File: src/rtl/grid_arb_pkg.sv
// Shared types and defaults for the Grid_Mem port-A arbiter.
// Holds the arbiter state encoding and default grid geometry.
package grid_arb_pkg;

  localparam int ADDR_W_DEF = 8;
  localparam int DATA_W_DEF = 8;
  localparam int GRID_DEPTH = 2 ** ADDR_W_DEF;

  typedef enum logic [1:0] {
    ST_IDLE,
    ST_OWN0,
    ST_OWN1,
    ST_CLEAR
  } arb_st_e;

endpackage

File: src/rtl/grid_port_arbiter_if.sv
// Port-A bundle: two requesters, clear control and the Grid_Mem side.
// slave = arbiter view, master = requesters/memory view.
interface grid_port_arbiter_if #(
  parameter int ADDR_W = 8,
  parameter int DATA_W = 8
) ();

  logic              req0;
  logic              req1;
  logic [ADDR_W-1:0] addr0;
  logic [ADDR_W-1:0] addr1;
  logic [DATA_W-1:0] wdata0;
  logic [DATA_W-1:0] wdata1;
  logic              we0;
  logic              we1;
  logic              gnt0;
  logic              gnt1;
  logic              rvalid0;
  logic              rvalid1;
  logic [DATA_W-1:0] rdata;
  logic              clear_start;
  logic              clear_busy;
  logic              clear_done;
  logic [ADDR_W-1:0] mem_addr;
  logic [DATA_W-1:0] mem_data;
  logic              mem_we;
  logic [DATA_W-1:0] mem_q;

  modport slave (
    input  req0, req1, addr0, addr1,
    input  wdata0, wdata1, we0, we1,
    input  clear_start, mem_q,
    output gnt0, gnt1, rvalid0, rvalid1,
    output rdata, clear_busy, clear_done,
    output mem_addr, mem_data, mem_we
  );

  modport master (
    output req0, req1, addr0, addr1,
    output wdata0, wdata1, we0, we1,
    output clear_start, mem_q,
    input  gnt0, gnt1, rvalid0, rvalid1,
    input  rdata, clear_busy, clear_done,
    input  mem_addr, mem_data, mem_we
  );

endinterface

File: src/rtl/grid_clear_sweep.sv
// Address sweep for the clear engine: counts 0..max while run_i is high,
// flags the last address and pulses done_o the cycle after it.
module grid_clear_sweep #(
  parameter int ADDR_W = 8
) (
  input  logic              clk,
  input  logic              rst_n,
  input  logic              run_i,
  output logic [ADDR_W-1:0] addr_o,
  output logic              last_o,
  output logic              done_o
);

  logic [ADDR_W-1:0] cnt_q, cnt_d;
  logic              done_q, done_d;

  assign addr_o = cnt_q;
  assign last_o = (cnt_q == '1);
  assign done_o = done_q;

  // Return to 0 after the last address so the next sweep starts clean.
  always_comb begin
    cnt_d  = cnt_q;
    done_d = run_i & last_o;
    if (run_i) begin
      cnt_d = last_o ? '0 : cnt_q + 1'b1;
    end
  end

  always_ff @(posedge clk or negedge rst_n) begin
    if (!rst_n) begin
      cnt_q  <= '0;
      done_q <= 1'b0;
    end else begin
      cnt_q  <= cnt_d;
      done_q <= done_d;
    end
  end

endmodule

File: src/rtl/grid_port_arbiter.sv
// Owner of Grid_Mem port A: round-robin between two requesters
// plus a zero-fill clear engine that runs after reset and on demand.
module grid_port_arbiter
  import grid_arb_pkg::*;
#(
  parameter int ADDR_W         = ADDR_W_DEF,
  parameter int DATA_W         = DATA_W_DEF,
  parameter bit CLEAR_ON_RESET = 1'b1
) (
  input  logic                clk,
  input  logic                reset,
  grid_port_arbiter_if.slave  bus
);

  arb_st_e st_q, st_d, idle_nxt;
  logic    last_q, last_d;
  logic    pend_q, pend_d;
  logic    rv0_q, rv0_d;
  logic    rv1_q, rv1_d;

  logic              own0, own1, clr;
  logic              clear_req;
  logic [ADDR_W-1:0] sw_addr;
  logic              sw_last;
  logic              sw_done;

  assign own0 = (st_q == ST_OWN0);
  assign own1 = (st_q == ST_OWN1);
  assign clr  = (st_q == ST_CLEAR);

  // A start pulse arriving this cycle already beats any requester.
  assign clear_req = pend_q | bus.clear_start;

  grid_clear_sweep #(
    .ADDR_W (ADDR_W)
  ) u_sweep (
    .clk    (clk),
    .rst_n  (reset),
    .run_i  (clr),
    .addr_o (sw_addr),
    .last_o (sw_last),
    .done_o (sw_done)
  );

  always_comb begin
    idle_nxt = ST_IDLE;
    if (clear_req) begin
      idle_nxt = ST_CLEAR;
    end else if (bus.req0 & bus.req1) begin
      idle_nxt = last_q ? ST_OWN0 : ST_OWN1;
    end else if (bus.req0) begin
      idle_nxt = ST_OWN0;
    end else if (bus.req1) begin
      idle_nxt = ST_OWN1;
    end
  end

  always_comb begin
    st_d = st_q;
    unique case (st_q)
      ST_IDLE:  st_d = idle_nxt;
      ST_OWN0:  if (!bus.req0) st_d = idle_nxt;
      ST_OWN1:  if (!bus.req1) st_d = idle_nxt;
      ST_CLEAR: if (sw_last) st_d = ST_IDLE;
      default:  st_d = ST_IDLE;
    endcase
  end

  always_comb begin
    last_d = last_q;
    if (st_d == ST_OWN0) begin
      last_d = 1'b0;
    end else if (st_d == ST_OWN1) begin
      last_d = 1'b1;
    end
    pend_d = pend_q;
    if (bus.clear_start && !clr) begin
      pend_d = 1'b1;
    end
    if (st_d == ST_CLEAR) begin
      pend_d = 1'b0;
    end
    rv0_d = own0 & bus.req0 & ~bus.we0;
    rv1_d = own1 & bus.req1 & ~bus.we1;
  end

  always_ff @(posedge clk or negedge reset) begin
    if (!reset) begin
      st_q   <= ST_IDLE;
      last_q <= 1'b1;
      pend_q <= CLEAR_ON_RESET;
      rv0_q  <= 1'b0;
      rv1_q  <= 1'b0;
    end else begin
      st_q   <= st_d;
      last_q <= last_d;
      pend_q <= pend_d;
      rv0_q  <= rv0_d;
      rv1_q  <= rv1_d;
    end
  end

  // Gating we with req keeps the release cycle from writing.
  always_comb begin
    bus.mem_addr = '0;
    bus.mem_data = '0;
    bus.mem_we   = 1'b0;
    unique case (1'b1)
      own0: begin
        bus.mem_addr = bus.addr0;
        bus.mem_data = bus.wdata0;
        bus.mem_we   = bus.we0 & bus.req0;
      end
      own1: begin
        bus.mem_addr = bus.addr1;
        bus.mem_data = bus.wdata1;
        bus.mem_we   = bus.we1 & bus.req1;
      end
      clr: begin
        bus.mem_addr = sw_addr;
        bus.mem_we   = 1'b1;
      end
      default: ;
    endcase
  end

  assign bus.gnt0       = own0;
  assign bus.gnt1       = own1;
  assign bus.rvalid0    = rv0_q;
  assign bus.rvalid1    = rv1_q;
  assign bus.rdata      = bus.mem_q;
  assign bus.clear_busy = pend_q | clr;
  assign bus.clear_done = sw_done;

endmodule

File: src/flat_wrapper.sv
// flat-port wrapper written by rule: the top's interface ports become plain ports
module grid_port_arbiter_flat import grid_arb_pkg::*;
#(
  parameter int ADDR_W         = ADDR_W_DEF,
  parameter int DATA_W         = DATA_W_DEF,
  parameter bit CLEAR_ON_RESET = 1'b1
)
  (clk, reset, bus_req0, bus_req1, bus_addr0, bus_addr1, bus_wdata0, bus_wdata1, bus_we0, bus_we1, bus_clear_start, bus_mem_q, bus_gnt0, bus_gnt1, bus_rvalid0, bus_rvalid1, bus_rdata, bus_clear_busy, bus_clear_done, bus_mem_addr, bus_mem_data, bus_mem_we);
  grid_port_arbiter_if #(.ADDR_W(ADDR_W), .DATA_W(DATA_W)) bus_i ();
  input  logic clk;
  input  logic reset;
  input wire logic [$bits(bus_i.req0)-1:0] bus_req0;
  input wire logic [$bits(bus_i.req1)-1:0] bus_req1;
  input wire logic [$bits(bus_i.addr0)-1:0] bus_addr0;
  input wire logic [$bits(bus_i.addr1)-1:0] bus_addr1;
  input wire logic [$bits(bus_i.wdata0)-1:0] bus_wdata0;
  input wire logic [$bits(bus_i.wdata1)-1:0] bus_wdata1;
  input wire logic [$bits(bus_i.we0)-1:0] bus_we0;
  input wire logic [$bits(bus_i.we1)-1:0] bus_we1;
  input wire logic [$bits(bus_i.clear_start)-1:0] bus_clear_start;
  input wire logic [$bits(bus_i.mem_q)-1:0] bus_mem_q;
  output wire logic [$bits(bus_i.gnt0)-1:0] bus_gnt0;
  output wire logic [$bits(bus_i.gnt1)-1:0] bus_gnt1;
  output wire logic [$bits(bus_i.rvalid0)-1:0] bus_rvalid0;
  output wire logic [$bits(bus_i.rvalid1)-1:0] bus_rvalid1;
  output wire logic [$bits(bus_i.rdata)-1:0] bus_rdata;
  output wire logic [$bits(bus_i.clear_busy)-1:0] bus_clear_busy;
  output wire logic [$bits(bus_i.clear_done)-1:0] bus_clear_done;
  output wire logic [$bits(bus_i.mem_addr)-1:0] bus_mem_addr;
  output wire logic [$bits(bus_i.mem_data)-1:0] bus_mem_data;
  output wire logic [$bits(bus_i.mem_we)-1:0] bus_mem_we;
  assign bus_i.req0 = bus_req0;
  assign bus_i.req1 = bus_req1;
  assign bus_i.addr0 = bus_addr0;
  assign bus_i.addr1 = bus_addr1;
  assign bus_i.wdata0 = bus_wdata0;
  assign bus_i.wdata1 = bus_wdata1;
  assign bus_i.we0 = bus_we0;
  assign bus_i.we1 = bus_we1;
  assign bus_i.clear_start = bus_clear_start;
  assign bus_i.mem_q = bus_mem_q;
  assign bus_gnt0 = bus_i.gnt0;
  assign bus_gnt1 = bus_i.gnt1;
  assign bus_rvalid0 = bus_i.rvalid0;
  assign bus_rvalid1 = bus_i.rvalid1;
  assign bus_rdata = bus_i.rdata;
  assign bus_clear_busy = bus_i.clear_busy;
  assign bus_clear_done = bus_i.clear_done;
  assign bus_mem_addr = bus_i.mem_addr;
  assign bus_mem_data = bus_i.mem_data;
  assign bus_mem_we = bus_i.mem_we;
  grid_port_arbiter #(.ADDR_W(ADDR_W), .DATA_W(DATA_W), .CLEAR_ON_RESET(CLEAR_ON_RESET)) u_core (.clk(clk), .reset(reset), .bus(bus_i));
endmodule
File: config.mk
export PLATFORM = sky130hd
export DESIGN_NAME = grid_port_arbiter_flat
export DESIGN_NICKNAME = d
export VERILOG_FILES = /design/src/rtl/grid_arb_pkg.sv /design/src/rtl/grid_port_arbiter_if.sv /design/src/rtl/grid_clear_sweep.sv /design/src/rtl/grid_port_arbiter.sv /design/src/flat_wrapper.sv
export SDC_FILE = /design/constraint.sdc
export NUM_CORES = 1
export LEC_CHECK = 0
export ABC_CLOCK_PERIOD_IN_PS = 1850
export CAP_MARGIN = 20
export CORE_ASPECT_RATIO = 1.1
export CORE_MARGIN = 5
export CORE_UTILIZATION = 31
export CTS_CLUSTER_DIAMETER = 120
export DETAILED_ROUTE_END_ITERATION = 6
export GPL_ROUTABILITY_DRIVEN = 0
export PLACE_DENSITY = 0.81
export REMOVE_ABC_BUFFERS = 1
export SLEW_MARGIN = 10
export SYNTH_ARGS = -nofsm -noshare
export SYNTH_HDL_FRONTEND = slang
export SYNTH_SLANG_ARGS = --single-unit
File: constraint.sdc
create_clock -name clk -period 1.85 [get_ports clk]
set_input_delay 0.185 -clock clk [delete_from_list [all_inputs] [get_ports clk]]
set_output_delay 0.185 -clock clk [all_outputs]
set_load 0.005 [all_outputs]
# --- Yosys cells after proc, flatten, opt, wreduce, memory -nomap -nowiden ---
# Cells that the tools add are included.
totals:
  regBits: 15
  latch_bits: 0
  ram_bits: 0
  rom_bits: 0
  input_bits: 47
  output_inout_bits: 31
  wordCells: 49
  n_memories: 0
op_classes:
  n_addsub: 1
  mul: 0
  n_div: 0
  n_lt_le_gt_ge: 0
  n_eq_ne: 7
  shift: 0
  muxes: 17
  bitwise_logic: 12
  n_reduce_logical: 5
op_table:
  columns: ["op", "n"]
  rows:
  - ["$pmux W8 S3", 1]
  - ["$mux W2", 8]
  - ["$pmux W8 S2", 1]
  - ["$add A8 B1 Y8 const B", 1]
  - ["$and A1 B1 Y1", 8]
  - ["$eq A2 B2 Y1 const B", 4]
  - ["$eq A8 B8 Y1 const B", 1]
  - ["$mux W8", 1]
  - ["$pmux W2 S4", 1]
  - ["$eq A2 B1 Y1 const B", 2]
  - ["$mux W1", 4]
  - ["$reduce_bool A2 Y1", 2]
  - ["$pmux W1 S3", 1]
  - ["$logic_not A2 Y1", 1]
  - ["$not A1 Y1", 2]
  - ["$or A1 B1 Y1", 2]
  - ["$logic_and A1 B1 Y1", 1]
  - ["$logic_not A1 Y1", 1]

# --- Logic depth before layout (Yosys ltp) ---
logic_depth:
  ltp_word: 9
  mapped_depth: 9

# --- Cells and area by module ---
# Synthesis repeated with hierarchy kept, for this count alone.
hier_totals:
  cells_unflattened: 125
  area_unflattened_um2: 1186.1
modules_own_cells:
  columns: ["mod", "instances", "cells_each", "area_each_um2", "seq_area_each_um2"]
  rows:
  - ["grid_port_arbiter", 1, 89, 772.0, 152.6]
  - ["grid_clear_sweep", 1, 36, 414.1, 225.2]

# --- Least setup slack after synthesis ---
# Ideal clock, no wire load.
synth_path:
  path_type: "register to register"
  start: "reg u_core.st_q[0]"
  end: "reg u_core.last_q"
  setup_time_ns: 0.075
  arrival_ns: 1.830
  slack_ns: -0.055
  stages_incl_launch_ff: 10
  cell_sequence: "dfrtp_1 -> inv_1 -> ha_1 -> buf_2 -> nand2_1 -> nand2_1 -> o21a_1 -> o31a_1 -> ha_1 -> mux2i_1"
synth_via:
  elab_chain_len: 4
  elab_cells_between_ends: 12
  classes_between: "5 x eq/ne; 5 x mux; 2 x reduce/logical"
synth_lines:
  columns: ["element", "line", "text"]
  rows:
  - ["start: declaration", "grid_port_arbiter.sv:15", "arb_st_e st_q, st_d, idle_nxt;"]
  - ["start signal: assignment", "grid_port_arbiter.sv:95", "st_q <= st_d;"]
  - ["$eq A2 B2 Y1 (*)", null, null]
  - ["named net bus_gnt1", "flat_wrapper.sv:23", "output wire logic [$bits(bus_i.gnt1)-1:0] bus_gnt1;"]
  - ["$pmux W2 S4 (*)", "grid_port_arbiter.sv:60", "unique case (st_q)"]
  - ["named net u_core.st_d[1]", "grid_port_arbiter.sv:15", null]
  - ["$eq A2 B1 Y1 / $eq A2 B2 Y1 (equally long branches)", "grid_port_arbiter.sv:71, grid_port_arbiter.sv:73", null]
  - ["$mux W1 / $reduce_bool A2 Y1 (equally long branches)", null, null]
  - ["end signal: assignment", "grid_port_arbiter.sv:96", "last_q <= last_d;"]
  - ["end: declaration", "grid_port_arbiter.sv:16", "logic last_q, last_d;"]
# Mark *: on every way through the listed nets, which the timed path passes. The rest lies on a longest branch.
# A chain may end at the register's enable or synchronous reset.

# --- Worst setup path in the final report ---
layout_path:
  start: "reg u_core.st_q[0]"
  end: "out bus_mem_addr[4]"
layout_via:
  elab_chain_len: 2
  elab_cells_between_ends: 4
  classes_between: "3 x eq/ne; 1 x mux"
layout_lines:
  columns: ["element", "line", "text"]
  rows:
  - ["$eq A2 B2 Y1 (tied with other cells)", "grid_port_arbiter.sv:29", "assign clr = (st_q == ST_CLEAR);"]
  - ["$pmux W8 S3 (*)", "grid_port_arbiter.sv:108", "unique case (1'b1)"]
  - ["end: declaration", "flat_wrapper.sv:29", "output wire logic [$bits(bus_i.mem_addr)-1:0] bus_mem_addr;"]
# Mark *: on every way between the ends. The rest lies on a longest branch, timed or not.

==> flow_metrics.py <==
metrics = {
    "min_path": {
        "hold_path_class": "in -> async",
    },
    "power_and_ir_drop": {
        "intPower_uw": 2020,
        "p_clk_share_pct": 5.9,
        "switching_share_pct": 39.8,
        "power.density_mw_per_mm2": 1550,
        "p_sw_uw": 1340,
        "ir_drop_uv": 520,
        "leakagePower_uw": 0.000979,
        "seqPwrFrac_pct": 16.7,
        "pwr-share-comb_pct": 77.5,
    },
    "sta": {
        "tightest_slew_ns": 0.337,
        "period_share_pct": 105,
        "setup_ws_ns": -0.0842,
        "finalHoldViolCount": 0,
        "rsz0062_at_grt": "true",
        "fin_crit_ns": 1.93,
        "max_slew_margin_pct": 77.5,
        "fmax_mhz": 517,
        "hold_slack_ns": 0.200,
        "fin_skew_ns": 0.000383,
        "slew_viol_final": 0,
        "setup_viol": 4,
    },
    "clock_network": {
        "clkTransAtPathRegs_ns": 0.09,
        "htree_levels": 1,
        "cts_root_buffer": "clkbuf_4",
        "insertion_delay_ns": 0.29,
        "clock_path_buffers": 2,
        "cts.sinks": 15,
        "cts_tree": "built",
        "cts_buffers": 3,
    },
    "floorplanning": {
        "row_count": 22,
        "design.die.area_sq_mm": 0.00485,
        "fp.dieW_microns": 66.9,
        "dieHeight_microns": 72.5,
        "core_area_sq_mm": 0.00339,
        "io_pins": 78,
        "initial_core_util_pct": 32.6,
    },
    "finish": {
        "antenna_cells": 0,
        "seq_area_sq_um": 380,
        "area_growth_pct": 96.4,
        "multi_input_area_sq_um": 757,
        "num-fill-cells": 273,
        "final_layout_size_suffix_gt1_share_pct": 43.4,
        "layout.nets": 274,
        "post_layout_nonfiller_instances": 267,
    },
    "setup_path": {
        "worstPathMaxFanout": 7,
        "cp-end-kind": "primary output",
        "crit_chain": "buf_6 > ha_4 > buf_6 > a222oi_1 > nor2_1 > buf_2",
        "critPathKind": "reg -> out",
        "cp.depth": 6,
        "worstReg2RegStart": "u_core.st_q[0]",
        "r2r_cells": 8,
        "worstPathArrival_ns": 1.75,
        "critPathLaunch": "u_core.st_q[0]",
        "cpPeakStageDelay_ns": 0.45,
        "critPathMostFrequentCell": "buf_6",
        "worst-path-buf-inv": 3,
        "crit_required_ns": 1.66,
        "r2r_end": "u_core.last_q",
        "slowest_stage": "dfrtp_2",
        "r2r_slack_ns": -0.07,
        "start_kind": "flop",
        "cp_top_family": "flip-flops",
    },
    "logic_synthesis": {
        "synth_top_area_share_pct": 29.5,
        "postSynthCellCount": 125,
        "ys_seq_area_share_pct": 34.3,
        "yosysWarnings": 0,
        "ys_types": 35,
        "syn_area_sq_mm": 0.00110,
        "yosys_register_bits": 15,
        "syn_avg_cell_area_sq_um": 8.82,
        "synth.area.top_cells": "dfrtp_1 30%, ha_1 7.9%, a222oi_1 7.3%, nor2_1 6.1%, a22oi_1 5.4%",
        "synth_area_leader_cell": "dfrtp_1",
    },
    "routing": {
        "routed_wl_mm": 4.69,
        "num_vias": 1384,
        "via_per_inst": 5.18,
        "ant_nets": 0,
        "drt_iter0_markers": 84,
        "firstDrtPassIters": 4,
        "wire_per_inst_microns": 17.6,
        "drc": 0,
    },
    "status": {
        "outcome": "finished, violations left",
        "violations": "negative setup slack",
    },
    "grt": {
        "grt_pass1_wl_mm": 6.78,
        "grt_max_degree": 16,
        "grt.total_usage_pct": 18.7,
        "antenna_found_initial": 0,
        "grt_overflow": 0,
        "grt_pass1_vias": 1413,
    },
    "placement": {
        "hpwl_mm": 3.04,
        "io_buffer_count": 61,
        "place_inst": 250,
    },
    "run": {
        "drv_cap": 0,
    },
}
final cells by class:
cell class	instances	share of cell area (%)
timing repair buffer	104	42.5
multi-input combinational	91	35.0
sequential	15	17.6
tap	48	2.77
clock buffer	3	1.04
inverter	5	0.867
clock inverter	1	0.231
power groups by stage:
stage / Sequential, uW / Combinational [uW] / Clock [uW]
2_1_floorplan: 547 / 914 / 0
3_3_place_gp: 520 / 2060 / 0
3_5_place_dp: 532 / 2100 / 0
4_1_cts: 540 / 2280 / 203
5_1_grt: 572 / 2820 / 220
6_report: 559 / 2600 / 197
flip-flops by register name (all words and copies together), names as in the netlist:
| signal | count |
|---|---|
| u_core.bus.rvalid1 | 1 |
| u_core.st_q | 2 |
| u_core.last_q | 1 |
| u_core.pend_q | 1 |
| u_core.bus.rvalid0 | 1 |
| u_core.u_sweep.addr_o | 8 |
| u_core.u_sweep.done_o | 1 |
Yosys cell counts:
cell type	count
xnor2_1	3
nor2_1	18
o31a_1	2
o32ai_1	1
o21a_1	2
buf_4	8
a21oi_1	2
nand4_1	3
or2_2	1
and3_1	1
a22oi_1	8
nand2_1	9
ha_1	7
dfstp_2	2
mux2_2	1
dfrtp_1	13
a22o_2	1
nor2b_1	9
o31ai_1	1
buf_1	1
o22ai_1	1
nand3_2	1
nand3_1	2
o21ai_0	2
nor3_1	1
nand2b_1	1
a22o_1	1
buf_2	2
a21boi_0	1
inv_1	5
a31oi_1	1
a222oi_1	8
xor2_1	2
mux2i_1	1
clkbuf_1	3
repair_timing:
| action | in CTS | in global routing |
|---|---|---|
| setup buffers | 6 | 7 |
| pin swaps | 19 | 23 |
| gates resized for setup | 73 | 34 |
| setup endpoints to repair | 21 | 22 |
| cloned | 0 | 1 |
| hold buffers | 0 | 0 |
| endpoints found under the hold margin | 0 | 0 |
per-layer routing:
metal / vias to the layer above / routed length [microns] / track usage [%]
met2: 84 / 2410 / 33.8
met4: 0 / 171 / 11.3
met1: 649 / 1620 / 19.0
met3: 13 / 490 / 4.64
met5: - / 0 / 0
li1: 638 / - / -
placed cells by master, fill, tap and decap left out, types with 2 or more instances in the layout:
cell type,instances
clkdlybuf4s15_1,2
o31a_1,2
nand2_1,7
nor2b_1,6
a22oi_2,8
nand3_1,2
dfstp_2,2
buf_4,31
ha_1,2
a21oi_1,2
clkbuf_4,3
clkbuf_2,7
dfrtp_2,2
buf_6,10
nand2_2,2
ha_4,4
dfrtp_1,11
clkdlybuf4s50_1,41
nand4_1,3
nor2_1,18
dlymetal6s2s_1,2
a222oi_1,8
xor2_1,2
xnor2_1,3
nor2b_2,2
inv_2,3
buf_2,9
inv_1,2
o21a_1,2
cell families after synthesis:
kind of cell             synth area share, %
XOR/XNOR                                3.97
AO/OA/AOI/OAI                           22.5
multiplexers                            1.93
adder cells (fa/ha/maj)                 7.95
flip-flops                              34.3
AND/OR/NAND/NOR                         20.0
buffers and inverters                   9.42
worst max path at each step:
stage	slack (ns)	endpoint
after floorplan	-0.18	u_core.last_q
after global placement	-0.11	u_core.last_q
after detailed placement	-0.12	u_core.last_q
after CTS	-0.17	bus_mem_addr[1]
after global routing	-0.16	u_core.last_q
final	-0.08	bus_mem_addr[4]
per-stage QoR:
stage               util [%]  TNS, ns  setup slack, ns  area [sq um]  total power (uW)
floorplan                  -   -0.181           -0.181          1020              1460
global placement        56.5   -0.251           -0.107          1910              2580
detailed placement      56.5   -0.393           -0.118          1910              2640
CTS                     60.9   -0.593           -0.166          2060              3020
global route            63.9   -0.997           -0.155          2160              3610
finish                  63.9   -0.244          -0.0842          2160              3360
No activity file was read; power rests on OpenSTA's default activity.
